`src/rtl/pc_sequencer.sv`:
```
// pc_sequencer: multi-cycle FETCH/DECODE/EXEC/UPDATE sequencer owning the 16-bit PC and IR.
// Ports: clk, reset_n (async, active-low); instr_req/instr_addr/instr_ack/instr_data fetch
//   handshake; ir; imm displacement/target; flags (Z=flags[6], L=flags[7]); ex_start/ex_done
//   execute handshake; halt; pc; state (debug).
//   Macro PC_SEQ_LINK_EN adds link_we/link_data, written on AL-condition jumps and branches.
module pc_sequencer (
  input  logic        clk,
  input  logic        reset_n,
  output logic        instr_req,
  output logic [15:0] instr_addr,
  input  logic        instr_ack,
  input  logic [15:0] instr_data,
  output logic [15:0] ir,
  input  logic [15:0] imm,
  input  logic [7:0]  flags,
  output logic        ex_start,
  input  logic        ex_done,
  input  logic        halt,
  output logic [15:0] pc,
  output logic [2:0]  state
`ifdef PC_SEQ_LINK_EN
  ,
  output logic        link_we,
  output logic [15:0] link_data
`endif
);

  typedef enum logic [2:0] {
    S_FETCH  = 3'd0,
    S_DECODE = 3'd1,
    S_EXEC   = 3'd2,
    S_UPDATE = 3'd3,
    S_HALT   = 3'd4
  } state_e;

  localparam logic [3:0] T_JMP = 4'b1000;
  localparam logic [3:0] T_BR  = 4'b1100;
  localparam logic [3:0] C_EQ  = 4'b0000;
  localparam logic [3:0] C_NE  = 4'b0001;
  localparam logic [3:0] C_GT  = 4'b0110;
  localparam logic [3:0] C_LE  = 4'b0111;
  localparam logic [3:0] C_AL  = 4'b1110;

  state_e      state_q;
  logic [15:0] pc_q;
  logic [15:0] ir_q;
  logic [15:0] npc_q;
  logic        ex_start_q;
`ifdef PC_SEQ_LINK_EN
  logic        link_we_q;
  logic [15:0] link_data_q;
`endif

  logic [3:0]  typ;
  logic [3:0]  cnd;
  logic        is_jmp;
  logic        is_br;
  logic        is_ctl;
  logic        z;
  logic        l;
  logic        cond_ok;
  logic        taken;
  logic [15:0] pc_inc;
  logic [15:0] target_d;
  logic [15:0] npc_d;

  assign typ    = ir_q[15:12];
  assign cnd    = ir_q[11:8];
  assign is_jmp = (typ == T_JMP);
  assign is_br  = (typ == T_BR);
  assign is_ctl = is_jmp | is_br;
  assign z      = flags[6];
  assign l      = flags[7];

  always_comb begin
    cond_ok = 1'b0;
    unique case (1'b1)
      (cnd == C_EQ): cond_ok = z;
      (cnd == C_NE): cond_ok = ~z;
      (cnd == C_GT): cond_ok = ~z & ~l;
      (cnd == C_LE): cond_ok = z | l;
      (cnd == C_AL): cond_ok = 1'b1;
      default:       cond_ok = 1'b0;
    endcase
  end

  assign taken    = is_ctl & cond_ok;
  assign pc_inc   = pc_q + 16'd1;
  assign target_d = is_jmp ? imm : (pc_q + imm);
  assign npc_d    = taken ? target_d : pc_inc;

  always_ff @(posedge clk or negedge reset_n) begin
    if (!reset_n) begin
      state_q     <= S_FETCH;
      pc_q        <= 16'h0000;
      ir_q        <= 16'h0000;
      npc_q       <= 16'h0000;
      ex_start_q  <= 1'b0;
`ifdef PC_SEQ_LINK_EN
      link_we_q   <= 1'b0;
      link_data_q <= 16'h0000;
`endif
    end else begin
      // Pulses default low; DECODE raises ex_start for the first EXEC cycle.
      ex_start_q <= 1'b0;
`ifdef PC_SEQ_LINK_EN
      link_we_q  <= 1'b0;
`endif
      case (state_q)
        S_FETCH: begin
          if (instr_ack) begin
            ir_q    <= instr_data;
            state_q <= S_DECODE;
          end
        end
        S_DECODE: begin
          ex_start_q <= ~is_ctl;
          state_q    <= S_EXEC;
        end
        S_EXEC: begin
          if (is_ctl) begin
            npc_q   <= npc_d;
            state_q <= S_UPDATE;
`ifdef PC_SEQ_LINK_EN
            if (taken && (cnd == C_AL)) begin
              link_we_q   <= 1'b1;
              link_data_q <= pc_inc;
            end
`endif
          end else if (ex_done) begin
            npc_q   <= pc_inc;
            state_q <= S_UPDATE;
          end
        end
        S_UPDATE: begin
          pc_q    <= npc_q;
          state_q <= halt ? S_HALT : S_FETCH;
        end
        S_HALT: begin
          if (!halt) state_q <= S_FETCH;
        end
        default: state_q <= S_FETCH;
      endcase
    end
  end

  assign instr_req  = (state_q == S_FETCH);
  assign instr_addr = pc_q;
  assign ir         = ir_q;
  assign ex_start   = ex_start_q;
  assign pc         = pc_q;
  assign state      = state_q;
`ifdef PC_SEQ_LINK_EN
  assign link_we    = link_we_q;
  assign link_data  = link_data_q;
`endif

  // Low IR byte and non-Z/L flag bits belong to the decoder/ALU.
  logic unused_bits;
  assign unused_bits = ^{ir_q[7:0], flags[5:0]};

endmodule

```
`config.mk`:
```
export PLATFORM = sky130hd
export DESIGN_NAME = pc_sequencer
export DESIGN_NICKNAME = d
export VERILOG_FILES = /design/src/rtl/pc_sequencer.sv
export SDC_FILE = /design/constraint.sdc
export NUM_CORES = 1
export LEC_CHECK = 0
export BUFFER_PORTS_ARGS = -buffer_cell sky130_fd_sc_hd__buf_2
export CAP_MARGIN = 10
export CORE_ASPECT_RATIO = 2
export CORE_MARGIN = 2
export CORE_UTILIZATION = 53
export DETAILED_ROUTE_END_ITERATION = 6
export PLACE_DENSITY_LB_ADDON = 0.3
export SLEW_MARGIN = 20
export SYNTH_ARGS = -nofsm -noshare
export SYNTH_HDL_FRONTEND = slang
export SYNTH_SLANG_ARGS = --single-unit
```
`constraint.sdc`:
```
create_clock -name clk -period 6.63 [get_ports clk]
set_input_delay 0.663 -clock clk [delete_from_list [all_inputs] [get_ports clk]]
set_output_delay 0.663 -clock clk [all_outputs]
set_load 0.03 [all_outputs]
```
-- Yosys cells after proc, flatten, opt, wreduce, memory -nomap -nowiden
Cells that the tools add are included.
- $add $sub $neg: 2
- reduce and logical (&&, ||, !) cells: 6
- equal/unequal tests: 13
- mux-type cells: 12
- bitwise logic cells: 7
- operators by type and width (operator ; count):
    two-way mux 16 bit ; 4
    adder 16 x 1 -> 16 bit, second input constant ; 1
    adder 16 bit ; 1
    two-way mux 3 bit ; 5
    one-hot mux 3 bit (5 select lines) ; 1
    == test 4 bit, second input constant ; 3
    == test 4 x 3 -> 1 bit, second input constant ; 2
    == test 3 x 2 -> 1 bit, second input constant ; 2
    one-hot mux 1 bit (5 select lines) ; 1
    == test 4 x 1 -> 1 bit, second input constant ; 1
    zero test 4 bit ; 1
    AND reduction 2 bit ; 2
    == test 3 x 1 -> 1 bit, second input constant ; 1
    == test 3 bit, second input constant ; 1
    zero test 3 bit ; 1
    inequality test 3 bit, second input constant ; 1
    inverter 1 bit ; 3
    AND reduction 3 bit ; 1
    bitwise AND 1 bit ; 2
    inequality test 2 x 1 -> 1 bit, second input constant ; 1
    inequality test 2 bit, second input constant ; 1
    bitwise OR 1 bit ; 2
    nonzero test 2 bit ; 1
    two-way mux 1 bit ; 1
- bits in registers: 52
- bits of input ports: 45
- word-level logic and storage cells: 45

-- Logic depth before layout (Yosys ltp)
Gate-level depths: netlist of run 1.
- depth after elaboration: 6
- gate-level depth with buffers: 8
- gate-level depth less buffers: 8

-- Least setup slack after synthesis of run 1
No wires, ideal clock.
- path kind: input -> register
- start: input imm[0]
- end: register npc_q[12]
- setup slack: 4.033 ns
- required time: 6.489 ns
- setup time: 0.141 ns
- cell stages on the path: 8
- arrival: 2.457 ns
- cell sequence: ha_1 -> fa_1 -> a21oi_1 -> o211a_1 -> nor4_1 -> or4_1 -> a311oi_1 -> a311oi_1
- word-level cells in the longest chain between the ends: 4
- RTL lines (element ; line ; text):
    start, declared ; 14 ; input logic [15:0] imm,
    adder 16 bit ; 89 ; assign target_d = is_jmp ? imm : (pc_q + imm);
    two-way mux 16 bit ; 89 ;
    two-way mux 16 bit ; 90 ; assign npc_d = taken ? target_d : pc_inc;
    two-way mux 16 bit ; 121 ; if (is_ctl) begin
    end signal, assigned ; 122 ; npc_q <= npc_d;
    end signal, assigned ; 131 ; npc_q <= pc_inc;
    end, declared ; 47 ; logic [15:0] npc_q;
Every way passes these cells.
A chain may end at the register's enable or synchronous reset.

-- Worst setup path in the final report of run 1
- start: register pc_q[4] (netlist: instr_addr[4])
- end: register npc_q[9]
- word-level cells in the longest chain between the ends: 4
- RTL lines (element ; line ; text):
    start, declared ; 45 ; logic [15:0] pc_q;
    start signal, assigned ; 136 ; pc_q <= npc_q;
    adder 16 bit ; 89 ;
    two-way mux 16 bit ; 89 ;
    two-way mux 16 bit ; 90 ;
    two-way mux 16 bit (*) ; 121 ;
Every way passes the cells marked *; elsewhere a longest branch is shown, timed or not. The select of a mux whose other input is x is not followed.

==> results of run 1 <==
[Yosys cell counts (2+ instances only)]
| cell type | n | area [µm²] |
|---|---|---|
| and2_1 | 5 | 31.3 |
| a221oi_1 | 2 | 17.5 |
| or3_1 | 3 | 18.8 |
| nor2b_1 | 3 | 18.8 |
| a31o_1 | 2 | 17.5 |
| xnor2_1 | 14 | 123 |
| a31oi_1 | 3 | 18.8 |
| o211ai_1 | 2 | 15.0 |
| nand3_1 | 10 | 50.1 |
| o21bai_1 | 2 | 15.0 |
| and3_1 | 5 | 31.3 |
| nor3_1 | 7 | 35.0 |
| nor4_1 | 7 | 43.8 |
| a21o_1 | 7 | 52.6 |
| o31ai_1 | 2 | 15.0 |
| o211a_1 | 2 | 20.0 |
| or4b_1 | 2 | 20.0 |
| buf_4 | 16 | 120 |
| nand2_1 | 31 | 116 |
| mux2_2 | 31 | 349 |
| dfrtp_1 | 52 | 1300 |
| inv_1 | 4 | 15.0 |
| o21ai_1 | 6 | 30.0 |
| mux2i_1 | 3 | 30.0 |
| a211oi_1 | 2 | 15.0 |
| ha_1 | 16 | 200 |
| a311oi_1 | 6 | 52.6 |
| a21oi_1 | 18 | 90.1 |
| clkbuf_1 | 6 | 22.5 |
| o21ai_0 | 28 | 140 |
| buf_2 | 4 | 20.0 |
| xor2_1 | 9 | 78.8 |
| nor2_1 | 22 | 82.6 |
[layer usage]
layer	share of wire	routed length (µm)
met5	0	0
met3	0.053	481
met4	0.062	560
met1	0.35	3160
met2	0.53	4830
[flip-flops by register name (all words and copies together) (netlist names)]
| signal | count |
|---|---|
| ir | 16 |
| instr_addr | 16 |
| state | 3 |
| npc_q | 16 |
| ex_start | 1 |
[worst reg2reg max path, cell delays in order (launching register included)]
cell	delay, ns
dfrtp_1	0.51
ha_1	0.40
a21oi_1	0.28
o31a_1	0.28
a21oi_1	0.18
or3_1	0.35
a311oi_1	0.48
a311oi_1	0.09
[area by class of cell]
cell class / count / area (µm²)
clock inverter: 3 / 46.3
multi-input combinational: 272 / 1940
sequential: 52 / 1300
inverter: 5 / 18.8
tap: 86 / 108
clock buffer: 5 / 125
fill: 596 / 2300
timing repair buffer: 93 / 470
[cells by family (layout without fill, tap and decap cells)]
family	Yosys count	count (layout)	synth area share
xor+xnor	23	23	0.0587
simple gates	105	105	0.155
flops	52	52	0.379
fa+ha+maj	17	17	0.0642
compound gates	93	93	0.176
buf+inv	32	106	0.0562
mux	34	34	0.111
[report_power, final]
group / leakage, nW / switching (W) / internal, W
registers: 0.641 / 0.000174 / 0.000456
clock network: 0.0857 / 0.000122 / 0.000180
logic: 1.16 / 0.000715 / 0.000419
[path summary, 6_finish.rpt]
| check | depth (start not counted) | slack, ns | end |
|---|---|---|---|
| max in group asynchronous | 2 | 5.69 | state[2]$_DFFE_PN0P_ |
| min in group clk | 2 | 0.47 | npc_q[5]$_DFFE_PN0P_ |
| worst max-delay path | 7 | 3.90 | npc_q[9]$_DFFE_PN0P_ |
| worst max register to register | 7 | 3.90 | npc_q[9]$_DFFE_PN0P_ |
| worst min-delay path | 2 | 0.46 | npc_q[4]$_DFFE_PN0P_ |
| worst min register to register | 2 | 0.47 | npc_q[5]$_DFFE_PN0P_ |
[placed cells by master (no fill, tap or decap), drive strengths merged, types with 5 or more instances in the layout]
cell type / synthesis / routed
nor2: 22 / 22
a311oi: 6 / 6
clkbuf: 6 / 5
nand2: 32 / 32
a21o: 7 / 7
nand3: 10 / 10
and3: 5 / 5
o21ai: 34 / 34
xor2: 9 / 9
buf: 21 / 93
nor3: 7 / 7
dfrtp: 52 / 52
mux2: 31 / 31
nor4: 7 / 7
xnor2: 14 / 14
a21oi: 18 / 18
inv: 4 / 5
ha: 16 / 16
and2: 5 / 5
[per-stage QoR]
stage                util  instances  power, W  setup WS (ns)
floorplan               -        356   0.00149           4.03
global placement    0.608        508   0.00174           3.72
detailed placement  0.608        508   0.00177           3.65
CTS                 0.635        516   0.00207           3.90
global route        0.635        516   0.00220           3.71
finish              0.635        516   0.00207           3.90
==> results_dict.tcl, run 1 <==
set metrics [dict create \
    syn_to_final_growth_pct 16.9 \
    hp-class "input port to async pin" \
    layout-drive-gt1-share 0.328 \
    cts_hold_buffers 0 \
    grt_pass1_wl_mm 14.4 \
    grt_max_degree 53 \
    antenna_found_initial 0 \
    skew_ns 0.00456 \
    synth_nets 418 \
    finalInstanceArea_um2 4010 \
    grt_use_met2 0.457 \
    fmax_mhz 366 \
    antenna_left 0 \
    yosysWarnings 0 \
    die_w_um 60.9 \
    insertion_delay_ns 0.30 \
    path_max_fanout 8 \
    run_status "finished, final reports clean" \
    crit_slowest_cell "dfrtp_1" \
    num-nets-final 491 \
    ios 98 \
    rsz0062_at_grt "false" \
    grt_use_total 0.268 \
    initial_utilization 0.544 \
    drt-pass1-iter-count 4 \
    postCtsSetupBuffers 0 \
    portBuffers 91 \
    required_ns 6.77 \
    async_flop_share 1.00 \
    cts-resized-gates 0 \
    maxSlewViolCount 0 \
    timing.hold.ws_ns 0.460 \
    synth_seq_cells 52 \
    busiest_layer "met2" \
    row_count 41 \
    synth-edff-count 0 \
    critPathTopFamily "compound AO/OA/AOI/OAI gates" \
    critPathMaxStageDelay_ns 0.51 \
    crit_start "instr_addr[4]$_DFFE_PN0P_" \
    report.final.setup_viol 0 \
    routed_wl_mm 9.03 \
    gp_congestion 0.934 \
    rr_startpoint "instr_addr[4]$_DFFE_PN0P_" \
    dpl.hpwl_mm 6.96 \
    fin_setup_tns_ns 0 \
    cp_num_buf_inv 0 \
    grtUsageMet3 0.0473 \
    path_clk_slew_ns 0.07 \
    synth_cell_types 57 \
    grtUsageMet1 0.280 \
    ys_dominant_reg_cell "dfrtp_1" \
    ir_drop_uv 343 \
    cts.path.max_buffers 2 \
    worstPathArrival_ns 2.87 \
    p_per_area_nw_per_um2 515 \
    syn-instance-count 356 \
    fin_crit_sh 0.412 \
    startpoint_type "register" \
    post_drt_via_cell_ratio 5.90 \
    maxCapViolations 0 \
    worst_slew_pin_slew_ns 0.983 \
    cts_buffers 5 \
    drt_iter0_drc 159 \
    ys_seq_area_frac 0.379 \
    route.detailed.drc 0 \
    h-tree-depth 2 \
    hold_violations 0 \
    vias 3043 \
    wl_per_cell_um 17.5 \
    cts_tree "built" \
    min_period_ns 2.73 \
    core_um2 6310 \
    globalRouteOverflowTotal 0 \
    cp-end-kind "register" \
    cts_root_buf "clkbuf_16" \
    syn_area_um2 3430 \
    die_h_um 118 \
    grt_pass1_vias 3106 \
    syn_area_per_cell_um2 9.63 \
    slew_headroom 0.343 \
    antennaDiodeCount 0 \
    cts.sinks 52 \
    worstPathCellList "ha_1 > a21oi_1 > o31a_1 > a21oi_1 > or3_1 > a311oi_1 > a311oi_1" \
    placed_area_um2 3840 \
    fp.dieArea_um2 7170 \
    crit_type "register to register" \
    p_leak_nw 1.89 \
]
(Power assumes the default switching activity.)
==> inputs of run 2 (changes only) <==
==> constraint.sdc (replaced) <==
create_clock -name clk -period 2.7 [get_ports clk]
set_input_delay 0.27 -clock clk [delete_from_list [all_inputs] [get_ports clk]]
set_output_delay 0.27 -clock clk [all_outputs]
set_load 0.03 [all_outputs]
==> run 2 against run 1 <==
  * Cell count is 2.9% higher
  * Clock power grew 140%
  * Global-route usage grew 1.6 points
  * Maximum frequency is 6.6% higher
  * Routed wire length grew 5.9%
  * Final area rose by 2.9%
  * Largest cell class unchanged
==> results_dict.tcl, run 2 (synthesis results as in run 1) <==
set metrics [dict create \
    cts.path.max_buffers 2 \
    hold_violations 0 \
    timing.hold.ws_ns 0.0746 \
    globalRouteOverflowTotal 0 \
    fin_crit_sh 0.948 \
    path_max_fanout 3 \
    cts_tree "built" \
    slew_headroom 0.388 \
    critPathMaxStageDelay_ns 0.50 \
    ios 98 \
    cp-end-kind "register" \
    min_period_ns 2.56 \
    p_int_w 0.00269 \
    cts.sinks 52 \
    required_ns 2.87 \
    cp_num_buf_inv 0 \
    drt_iter0_drc 216 \
    die_w_um 60.9 \
    ir_drop_uv 864 \
    fin_setup_tns_ns 0 \
    p_per_area_nw_per_um2 1260 \
    grt_max_degree 53 \
    core_um2 6310 \
    crit_slowest_cell "or4_1" \
    fmax_mhz 391 \
    worstPathCellList "ha_1 > fa_1 > a21oi_1 > o211a_1 > nor4_1 > or4_1 > a311oi_2 > a311oi_1" \
    post-place-ws_ns 0.139 \
    rsz0062_at_grt "false" \
    antenna_found_initial 0 \
    grt_pass1_vias 3093 \
    finalInstanceArea_um2 4120 \
    p_comb_frac 0.586 \
    antenna_left 0 \
    placed_area_um2 3950 \
    layout-drive-gt1-share 0.351 \
    skew_ns 0.00543 \
    grt_pass1_wl_mm 15.1 \
    fp.dieArea_um2 7170 \
    cts_buffers 5 \
    grt_use_total 0.284 \
    critPathTopFamily "compound AO/OA/AOI/OAI gates" \
    utilization 0.654 \
    crit_type "register to register" \
    mostFrequentLayoutCells "91 x buf_2, 52 x dfrtp_1, 31 x nand2_1, 31 x mux2_2, 27 x o21ai_0" \
    row_count 41 \
    cts_root_buf "clkbuf_16" \
    syn_to_final_growth_pct 20.2 \
    switching_share 0.484 \
    die_h_um 118 \
    routed_wl_mm 9.56 \
    seqPwrFrac 0.275 \
    dpl.hpwl_mm 7.40 \
    maxCapViolations 0 \
    path_clk_slew_ns 0.07 \
    antennaDiodeCount 0 \
    route.detailed.drc 0 \
    run_status "finished, final reports clean" \
    power_frac_clock 0.139 \
    startpoint_type "register" \
    cts_hold_buffers 0 \
    initial_utilization 0.544 \
    wl_per_cell_um 18.0 \
    post_drt_via_cell_ratio 5.83 \
    insertion_delay_ns 0.29 \
    vias 3094 \
    mostFrequentLayoutCell "buf_2" \
    hp-class "input port to async pin" \
    maxSlewViolCount 0 \
    p_leak_nw 1.96 \
    worstPathArrival_ns 2.73 \
    portBuffers 91 \
    drt-pass1-iter-count 4 \
    gp_congestion 0.952 \
    h-tree-depth 2 \
    report.final.setup_viol 0 \
    num-nets-final 506 \
    timing.final.ws_setup_ns 0.139 \
    power.switching_w 0.00252 \
    worst_slew_pin_slew_ns 0.918 \
]
==> run 2: cell types whose count changed in the layout (fill, tap and decap cells not counted) <==
cell / previous run / this run
inv_6: 0 / 1
buf_4: 2 / 17
a311oi_1: 6 / 5
clkinv_2: 1 / 0
clkbuf_1: 0 / 1
inv_8: 1 / 0
a311oi_2: 0 / 1
==> run 2: final timing paths <==
check                           slack, ns                 startpoint               endpoint  cells after the start
worst min register to register       0.48       npc_q[4]$_DFFE_PN0P_   npc_q[4]$_DFFE_PN0P_                      1
min in group clk                     0.18             instr_data[14]     ir[14]$_DFFE_PN0P_                      3
worst max register to register       0.14  instr_addr[0]$_DFFE_PN0P_  npc_q[12]$_DFFE_PN0P_                      8
max in group asynchronous            2.16                    reset_n      ir[4]$_DFFE_PN0P_                      2
worst min-delay path                 0.07                    reset_n   npc_q[2]$_DFFE_PN0P_                      2
worst max-delay path                 0.14  instr_addr[0]$_DFFE_PN0P_  npc_q[12]$_DFFE_PN0P_                      8
==> run 2: power by group through the flow <==
| stage | Clock [W] | Sequential [W] | Combinational (W) |
|---|---|---|---|
| 2_1_floorplan | 0 | 0.00192 | 0.00175 |
| 3_3_place_gp | 0 | 0.00143 | 0.00298 |
| 3_5_place_dp | 0 | 0.00145 | 0.00303 |
| 4_1_cts | 0.000743 | 0.00144 | 0.00305 |
| 5_1_grt | 0.000773 | 0.00149 | 0.00329 |
| 6_report | 0.000726 | 0.00143 | 0.00305 |
==> run 2: final cells by class <==
type | count | area [µm²]
Fill cell | 574 | 2190
Multi-Input combinational cell | 272 | 1950
Sequential cell | 52 | 1300
Timing Repair Buffer | 108 | 583
Clock buffer | 6 | 129
Tap cell | 86 | 108
Clock inverter | 2 | 38.8
Inverter | 5 | 18.8
==> run 2: timing repair <==
| item | CTS | global route |
|---|---|---|
| setup endpoints to repair | 0 | 1 |
| resized for setup | 0 | 1 |
| buffers inserted | 0 | 0 |
==> run 2: per-layer routing <==
layer / global-route usage / share of wire / up-vias
li1: - / - / 1467
met2: 0.497 / 0.53 / 137
met5: 0 / 0 / -
met4: 0.160 / 0.069 / 0
met3: 0.0538 / 0.053 / 35
met1: 0.297 / 0.35 / 1455
==> run 2: through the flow <==
step	instances	power [W]
after floorplan	356	0.00366
after global placement	523	0.00441
after detailed placement	523	0.00448
after CTS	531	0.00523
after global routing	531	0.00555
final	531	0.00522
